[src/rtl/flap_pkg.sv]
// Shared constants and state type for the flap input conditioner.
package flap_pkg;

    localparam int DEBOUNCE_CYCLES_DEF = 250000;
    localparam int REPEAT_FRAMES_DEF   = 12;

    typedef enum logic [1:0] {
        IDLE    = 2'd0,
        PENDING = 2'd1,
        HELD    = 2'd2
    } flap_state_t;

endpackage

[src/rtl/btn_debounce.sv]
// Two-flop synchroniser plus debounce counter: a new level is accepted only
// after it has been seen on sync2 for DEBOUNCE_CYCLES consecutive cycles.
module btn_debounce
    import flap_pkg::*;
#(
    parameter int DEBOUNCE_CYCLES = DEBOUNCE_CYCLES_DEF,
    parameter int CNT_W           = 18
) (
    input  logic clk,
    input  logic rst_n,
    input  logic button_in,
    output logic stable
);

    localparam logic [CNT_W-1:0] CNT_LAST = CNT_W'(DEBOUNCE_CYCLES - 1);

    logic             sync1;
    logic             sync2;
    logic [CNT_W-1:0] cnt;

    always_ff @(posedge clk or negedge rst_n) begin
        if (!rst_n) begin
            sync1  <= 1'b0;
            sync2  <= 1'b0;
            stable <= 1'b0;
            cnt    <= '0;
        end else begin
            sync1 <= button_in;
            sync2 <= sync1;
            // Any sample matching the accepted level restarts the qualification.
            if (sync2 == stable) begin
                cnt <= '0;
            end else if (cnt == CNT_LAST) begin
                stable <= sync2;
                cnt    <= '0;
            end else begin
                cnt <= cnt + 1'b1;
            end
        end
    end

endmodule

[src/rtl/flap_input_conditioner.sv]
// Debounced button to frame-aligned single-cycle flap pulse.
// Optional feature macro: FLAP_AUTOREPEAT_EN (auto-repeat flaps while held).
module flap_input_conditioner
    import flap_pkg::*;
#(
    parameter int DEBOUNCE_CYCLES = DEBOUNCE_CYCLES_DEF,
    parameter int CNT_W           = 18,
    parameter int REPEAT_FRAMES   = REPEAT_FRAMES_DEF
) (
    input  logic clk,
    input  logic rst_n,
    input  logic button_in,
    input  logic v_sync,
    output logic flap,
    output logic button_level,
    output logic flap_pending
);

    logic        stable;
    logic        stable_d;
    logic        vs_d;
    logic        press;
    logic        tick;
    logic        rep_hit;
    logic        flap_d;
    flap_state_t state;
    flap_state_t state_next;

    btn_debounce #(
        .DEBOUNCE_CYCLES(DEBOUNCE_CYCLES),
        .CNT_W          (CNT_W)
    ) u_debounce (
        .clk      (clk),
        .rst_n    (rst_n),
        .button_in(button_in),
        .stable   (stable)
    );

    assign press        = stable & ~stable_d;
    assign tick         = vs_d & ~v_sync;
    assign button_level = stable;
    assign flap_pending = (state == PENDING);

    always_ff @(posedge clk or negedge rst_n) begin
        if (!rst_n) begin
            stable_d <= 1'b0;
            vs_d     <= 1'b1;
            state    <= IDLE;
            flap     <= 1'b0;
        end else begin
            stable_d <= stable;
            vs_d     <= v_sync;
            state    <= state_next;
            flap     <= flap_d;
        end
    end

    always_comb begin
        state_next = state;
        flap_d     = tick & ((state == PENDING) | press | rep_hit);
        case (state)
            IDLE: begin
                if (press) state_next = tick ? HELD : PENDING;
            end
            PENDING: begin
                if (tick) state_next = HELD;
            end
            HELD: begin
                // A re-press after a release seen only in HELD must not be lost.
                if (press)        state_next = tick ? HELD : PENDING;
                else if (!stable) state_next = IDLE;
            end
            default: state_next = IDLE;
        endcase
    end

`ifdef FLAP_AUTOREPEAT_EN
    localparam int FR_W = $clog2(REPEAT_FRAMES + 1);

    logic [FR_W-1:0] frame_cnt;

    // Counter holds the ticks seen since the last flap; the REPEAT_FRAMES-th tick repeats.
    assign rep_hit = (state == HELD) & stable & (frame_cnt == FR_W'(REPEAT_FRAMES - 1));

    always_ff @(posedge clk or negedge rst_n) begin
        if (!rst_n) begin
            frame_cnt <= '0;
        end else if (flap_d || state_next != HELD) begin
            frame_cnt <= '0;
        end else if (tick) begin
            frame_cnt <= frame_cnt + 1'b1;
        end
    end
`else
    logic repeat_unused;

    assign rep_hit       = 1'b0;
    assign repeat_unused = ^REPEAT_FRAMES;
`endif

endmodule

[config.mk]
export PLATFORM = sky130hd
export DESIGN_NAME = flap_input_conditioner
export DESIGN_NICKNAME = d
export VERILOG_FILES = /design/src/rtl/flap_pkg.sv /design/src/rtl/btn_debounce.sv /design/src/rtl/flap_input_conditioner.sv
export SDC_FILE = /design/constraint.sdc
export NUM_CORES = 1
export LEC_CHECK = 0
export ABC_AREA = 1
export BUFFER_PORTS_ARGS = -buffer_cell sky130_fd_sc_hd__buf_2
export CELL_PAD_IN_SITES_DETAIL_PLACEMENT = 1
export CELL_PAD_IN_SITES_GLOBAL_PLACEMENT = 2
export CORE_MARGIN = 2
export CORE_UTILIZATION = 35
export CTS_BUF_LIST = sky130_fd_sc_hd__clkbuf_16
export DETAILED_ROUTE_END_ITERATION = 10
export PLACE_DENSITY_LB_ADDON = 0.1
export SYNTH_ARGS = -nofsm -noshare
export SYNTH_HDL_FRONTEND = slang
export SYNTH_SLANG_ARGS = --single-unit
export TNS_END_PERCENT = 10
[constraint.sdc]
create_clock -name clk -period 1.75 [get_ports clk]
set_clock_uncertainty 0.05 [all_clocks]
set_input_delay 0.0875 -clock clk [delete_from_list [all_inputs] [get_ports clk]]
set_output_delay 0.0875 -clock clk [all_outputs]
set_load 0.02 [all_outputs]
; Word-level counts from Yosys, hierarchy flattened
; Index checks and enable logic that the tools add are counted.
[word_totals]
elab_cells = 34
in_bits = 4
ff_bits = 26
[classes]
bitwise_logic = 7
add_sub_neg = 1
n_reduce_logical = 3
mux = 8
n_eq_ne = 7
[ops]
columns = op, n
row1 = 18-bit 2-to-1 mux, 2
row2 = 18-bit by 1-bit adder with 18-bit output (second input constant), 1
row3 = 18-bit equality test (second input constant), 1
row4 = 2-bit 2-to-1 mux, 5
row5 = 2-bit one-hot mux with 3 select lines, 1
row6 = 1-bit AND, 3
row7 = 3-bit != test (second input constant), 1
row8 = 1-bit NOT, 3
row9 = 3-bit AND reduction, 1
row10 = 2-bit by 1-bit equality test with 1-bit output (second input constant), 1
row11 = 2-bit equality test (second input constant), 1
row12 = 2-bit zero test, 1
row13 = 2-bit by 1-bit != test with 1-bit output (second input constant), 1
row14 = 2-bit != test (second input constant), 1
row15 = 2-bit AND reduction, 1
row16 = 1-bit equality test, 1
row17 = 1-bit bitwise OR, 1

; Logic depth before layout (Yosys ltp)
[depth]
word_depth = 5
mapped_depth = 9
mapped_depth_nobuf = 9

; Modules after synthesis
; Synthesis repeated with hierarchy kept, for this count alone.
[unflattened]
hier_cells = 171
hier_area_um2 = 1368.8
[modules_own_cells]
columns = mod, instances, seq_area_each_um2, area_each_um2, cells_per_inst
row1 = btn_debounce, 1, 525.5, 1136.1, 143
row2 = flap_input_conditioner, 1, 126.4, 232.7, 28

; Worst setup path after synthesis
; No wires, ideal clock.
[synth_path]
path_kind = flip-flop to flip-flop
startpoint = register u_debounce.stable
endpoint = register u_debounce.cnt[10]
t_arrival_ns = 1.171
n_path_buf = 0
synth_period_minus_slack_ns = 1.344
path_slack_ns = 0.406
path_stages_with_launch = 5
setup_ns = 0.123
cell_sequence = dfrtp_1 > xnor2_1 > inv_1 > nand2_2 > nor2_1
[synth_via]
elab_chain_len = 2
[synth_rtl]
columns = element, line
row1 = "start, declared", btn_debounce.sv:12  ; output logic stable
row2 = "start signal, assigned", btn_debounce.sv:34  ; stable <= sync2;
row3 = 1-bit equality test, btn_debounce.sv:31  ; if (sync2 == stable) begin
row4 = 18-bit 2-to-1 mux, btn_debounce.sv:31
row5 = "end signal, assigned", btn_debounce.sv:37  ; cnt <= cnt + 1'b1;
row6 = "end, declared", btn_debounce.sv:19  ; logic [CNT_W-1:0] cnt;
; No other way between the ends.
; A chain may end at the register's enable or synchronous reset.

; Worst setup path in the final report
[layout_path]
startpoint = register u_debounce.cnt[0]
endpoint = register u_debounce.cnt[9]
[layout_via]
elab_chain_len = 3
word_cells_on_any_way = 4
cone_classes = add/sub (1) / eq/ne (1) / mux (2)
[layout_rtl]
columns = element, line
row1 = 18-bit by 1-bit adder with 18-bit output or 18-bit equality test (tied branches), "btn_debounce.sv:37, btn_debounce.sv:33"
row2 = 18-bit 2-to-1 mux (*), btn_debounce.sv:33  ; end else if (cnt == CNT_LAST) begin
row3 = 18-bit 2-to-1 mux (*), btn_debounce.sv:31
; Every way passes the cells marked *; elsewhere a longest branch is shown, timed or not.

==> flow_summary.ini <==
[outcome]
result_of_the_run = complete, no violations

[sta]
final-hold-violation-count = 0
timing.final.setup_violations = 0
max_clock_freq_ghz = 0.6508
setup_tns_ps = 0
unrepaired_setup_endpoints_after_global_routing = no
min_period_ps = 1537
final-max-slew-violation-count = 0
slew-limit-headroom_pct = 58.41
max_slew.worst_pin.slew_ps = 623.9
holdWs_ps = 311.1
layout_worst_path_cycle_share_pct = 87.81

[critical_path]
critical_path_required_ps = 1850
cp-startpoint = u_debounce.cnt[0]
worst_path_largest_cell_delay_ps = 400
slowest_stage = sky130_fd_sc_hd__dfrtp_1
cp-start-kind = flop
r2r.worst_path.cells = 6
ff2ff_setup_slack_ps = 210
timing.critical_path.arrival_ps = 1630
worst_r2r_end = u_debounce.cnt[9]
timing.critical_path.mode_cell = sky130_fd_sc_hd__nor2_1
timing.critical_path.cells = ha_1 > nand3_2 > nor2_1 > nand2_1 > nand2_2 > nor2_1
rr_startpoint = u_debounce.cnt[0]
path_max_fanout = 10
path_class = flop to flop
critical_path.endpoint_type = flop

[floorplanning]
floorplan.die.width_um = 65.56
floorplan.core_area_um2 = 3661
die_y_um = 65.56
fp-row-count = 22
initial_utilization_pct = 36.23
design.die.area_um2 = 4297
top_level_ports = 7

[yosys]
syn_area_um2 = 1326
ys_top_cells_by_area = sky130_fd_sc_hd__dfrtp_1 (47%), sky130_fd_sc_hd__nand2_1 (9.1%), sky130_fd_sc_hd__nor2_1 (9.1%), sky130_fd_sc_hd__inv_1 (5.9%), sky130_fd_sc_hd__nand3_1 (4.5%)
count_of_mapped_cells_out_of_synthesis = 164
ys_seq_elements = 26
synth_cell_types = 24
yosys_warnings = 0
synth_seq_area_share_pct = 49.15
synth_commonest_cells = sky130_fd_sc_hd__nand2_1 (32), sky130_fd_sc_hd__nor2_1 (32), sky130_fd_sc_hd__dfrtp_1 (25)
synth.largest_area_cell = sky130_fd_sc_hd__dfrtp_1
avgSynthCellArea_um2 = 8.087
synth-edff-count = 0
share_of_synthesized_flip_flops_with_an_asynchronous_set_or_reset_pct = 100.0
synth_nets = 169
synth_top_area_share_pct = 47.17
yosys_most_used_dff = sky130_fd_sc_hd__dfrtp_1

[grt]
grtUsageTotal_pct = 17.46
globalRouteOverflowTotal = 0
first_global_vias = 1209
grt_antenna_before_repair = 0
maximum_number_of_pins_on_one_net_before_global_route_repair = 27
grt_first_pass_wirelength_um = 5699

[finish]
insertedDiodeCount = 0
fraction_of_layout_cells_with_a_size_suffix_above_1_pct = 14.61
fin_nets = 184
area_growth_pct = 17.55

[clock_network]
insertion_delay_to_the_later_sink_of_the_worst_skew_pair_ps = 270
clk_transition_reported_paths_ps = 70
cts_root_buf = sky130_fd_sc_hd__clkbuf_16
clock_tree_from_tritoncts = yes
cts_post_setup_buffers_inserted = 0
clock-sinks = 26
h-tree-depth = 1
cts-buffers-inserted = 3
cts_max_path_buffers = 2

[place]
port_buffers = 6
place_congestion = 0.7114
dp_hpwl_um = 2361

[hold_path]
min-delay-path-class = flop to flop
holdCritStartpoint = u_debounce.sync1
hold_path_depth = 0
timing.hold.worst_endpoint = u_debounce.sync2

[route]
drt-wirelength-per-cell_um = 13.63
routed_via_density = 4.761
finalWirelength_um = 3081
drt_iter0_markers = 53
dr.pass1.iters = 4
drc = 0
via_count = 1076
drtAntennaViolNets = 0

[pwr]
irDropWorstVdd_mv = 0.4057
power.static_leakage_nw = 0.7050
power_density_nw_per_um2 = 863.9

[flow_run]
drv.max_cap_violation_count = 0
==> power by group <==
| group | internal (mW) | leakage, nW | switching [mW] |
|---|---|---|---|
| Combinational | 0.0165 | 0.301 | 0.0316 |
| Clock | 0.456 | 0.0511 | 0.225 |
| Sequential | 0.610 | 0.353 | 0.00745 |
==> cell usage in the layout, fill, tap and decap left out, types with 2 or more instances in the layout <==
cell | Yosys | layout
sky130_fd_sc_hd__xor2_1 | 6 | 6
sky130_fd_sc_hd__nand3_2 | 2 | 2
sky130_fd_sc_hd__nand2_2 | 2 | 2
sky130_fd_sc_hd__dlygate4sd3_1 | 0 | 3
sky130_fd_sc_hd__nand2_1 | 32 | 32
sky130_fd_sc_hd__clkbuf_16 | 0 | 3
sky130_fd_sc_hd__a21oi_1 | 8 | 8
sky130_fd_sc_hd__nor2_4 | 3 | 3
sky130_fd_sc_hd__inv_2 | 2 | 2
sky130_fd_sc_hd__nor2_2 | 3 | 3
sky130_fd_sc_hd__xnor2_1 | 2 | 2
sky130_fd_sc_hd__nor2_1 | 32 | 32
sky130_fd_sc_hd__dfrtp_1 | 25 | 25
sky130_fd_sc_hd__buf_2 | 0 | 6
sky130_fd_sc_hd__o21ai_0 | 4 | 4
sky130_fd_sc_hd__nand3_1 | 12 | 12
sky130_fd_sc_hd__inv_1 | 21 | 21
==> per-layer routing <==
metal	up-vias	global-route usage (%)	share of wire [%]
li1	537	-	-
met1	522	21.33	48
met2	12	31.51	49
met5	-	0	0
met3	5	1.541	1.6
met4	0	7.031	1.7
==> worst max-delay path: cells and delay by family (launching register included) <==
family	cells	cell delay (ps)
DFF	1	400
adders and majority gates	1	230
and+or+nand+nor	5	720
==> cell type report <==
type                       instances  area [um^2]
tap                               48        60.06
inverter                          23        86.33
fill                             448         2102
clock inverter                     1        30.03
timing repair buffer              10        67.56
clock buffer                       3        75.07
multi-input combinational        115        588.1
sequential                        26        651.9
==> through the flow <==
step                      power (mW)  cells  worst slack [ps]  area [um^2]  utilization, %
after floorplan               0.6478    164             406.3         1326               -
after global placement        0.6721    219             276.3         1424           38.89
after detailed placement      0.6746    219             196.0         1424           38.89
after CTS                      1.366    226             180.8         1559           42.58
after global routing           1.393    226             43.03         1559           42.58
final                          1.347    226             213.4         1559           42.58
==> sequential cells by signal, indices dropped and copies added (netlist names) <==
register,count
vs_d,1
u_debounce.stable,1
state,2
u_debounce.sync2,1
flap,1
stable_d,1
u_debounce.cnt,18
u_debounce.sync1,1
==> what timing repair did <==
item / CTS / global route
hold buffers: 3 / 0
gates resized for setup: 0 / 0
endpoints found under the hold margin: 27 / 0
==> cell families (layout without fill, tap and decap cells) <==
| group | Yosys count | after routing | synth area share, % |
|---|---|---|---|
| AND/OR/NAND/NOR | 91 | 91 | 31.79 |
| flip-flops | 26 | 26 | 49.15 |
| buffers and inverters | 23 | 37 | 6.510 |
| AO/OA/AOI/OAI | 15 | 15 | 6.321 |
| XOR/XNOR | 8 | 8 | 5.283 |
| adder cells (fa/ha/maj) | 1 | 1 | 0.9432 |
==> worst max-delay path by stage <==
stage	endpoint	slack, ps
after floorplan	u_debounce.cnt[10]	410
after global placement	u_debounce.cnt[10]	280
after detailed placement	u_debounce.cnt[9]	200
after CTS	u_debounce.cnt[9]	180
after global routing	u_debounce.cnt[16]	40
final	u_debounce.cnt[9]	210
Note: power is estimated with default switching activity, not from simulation.
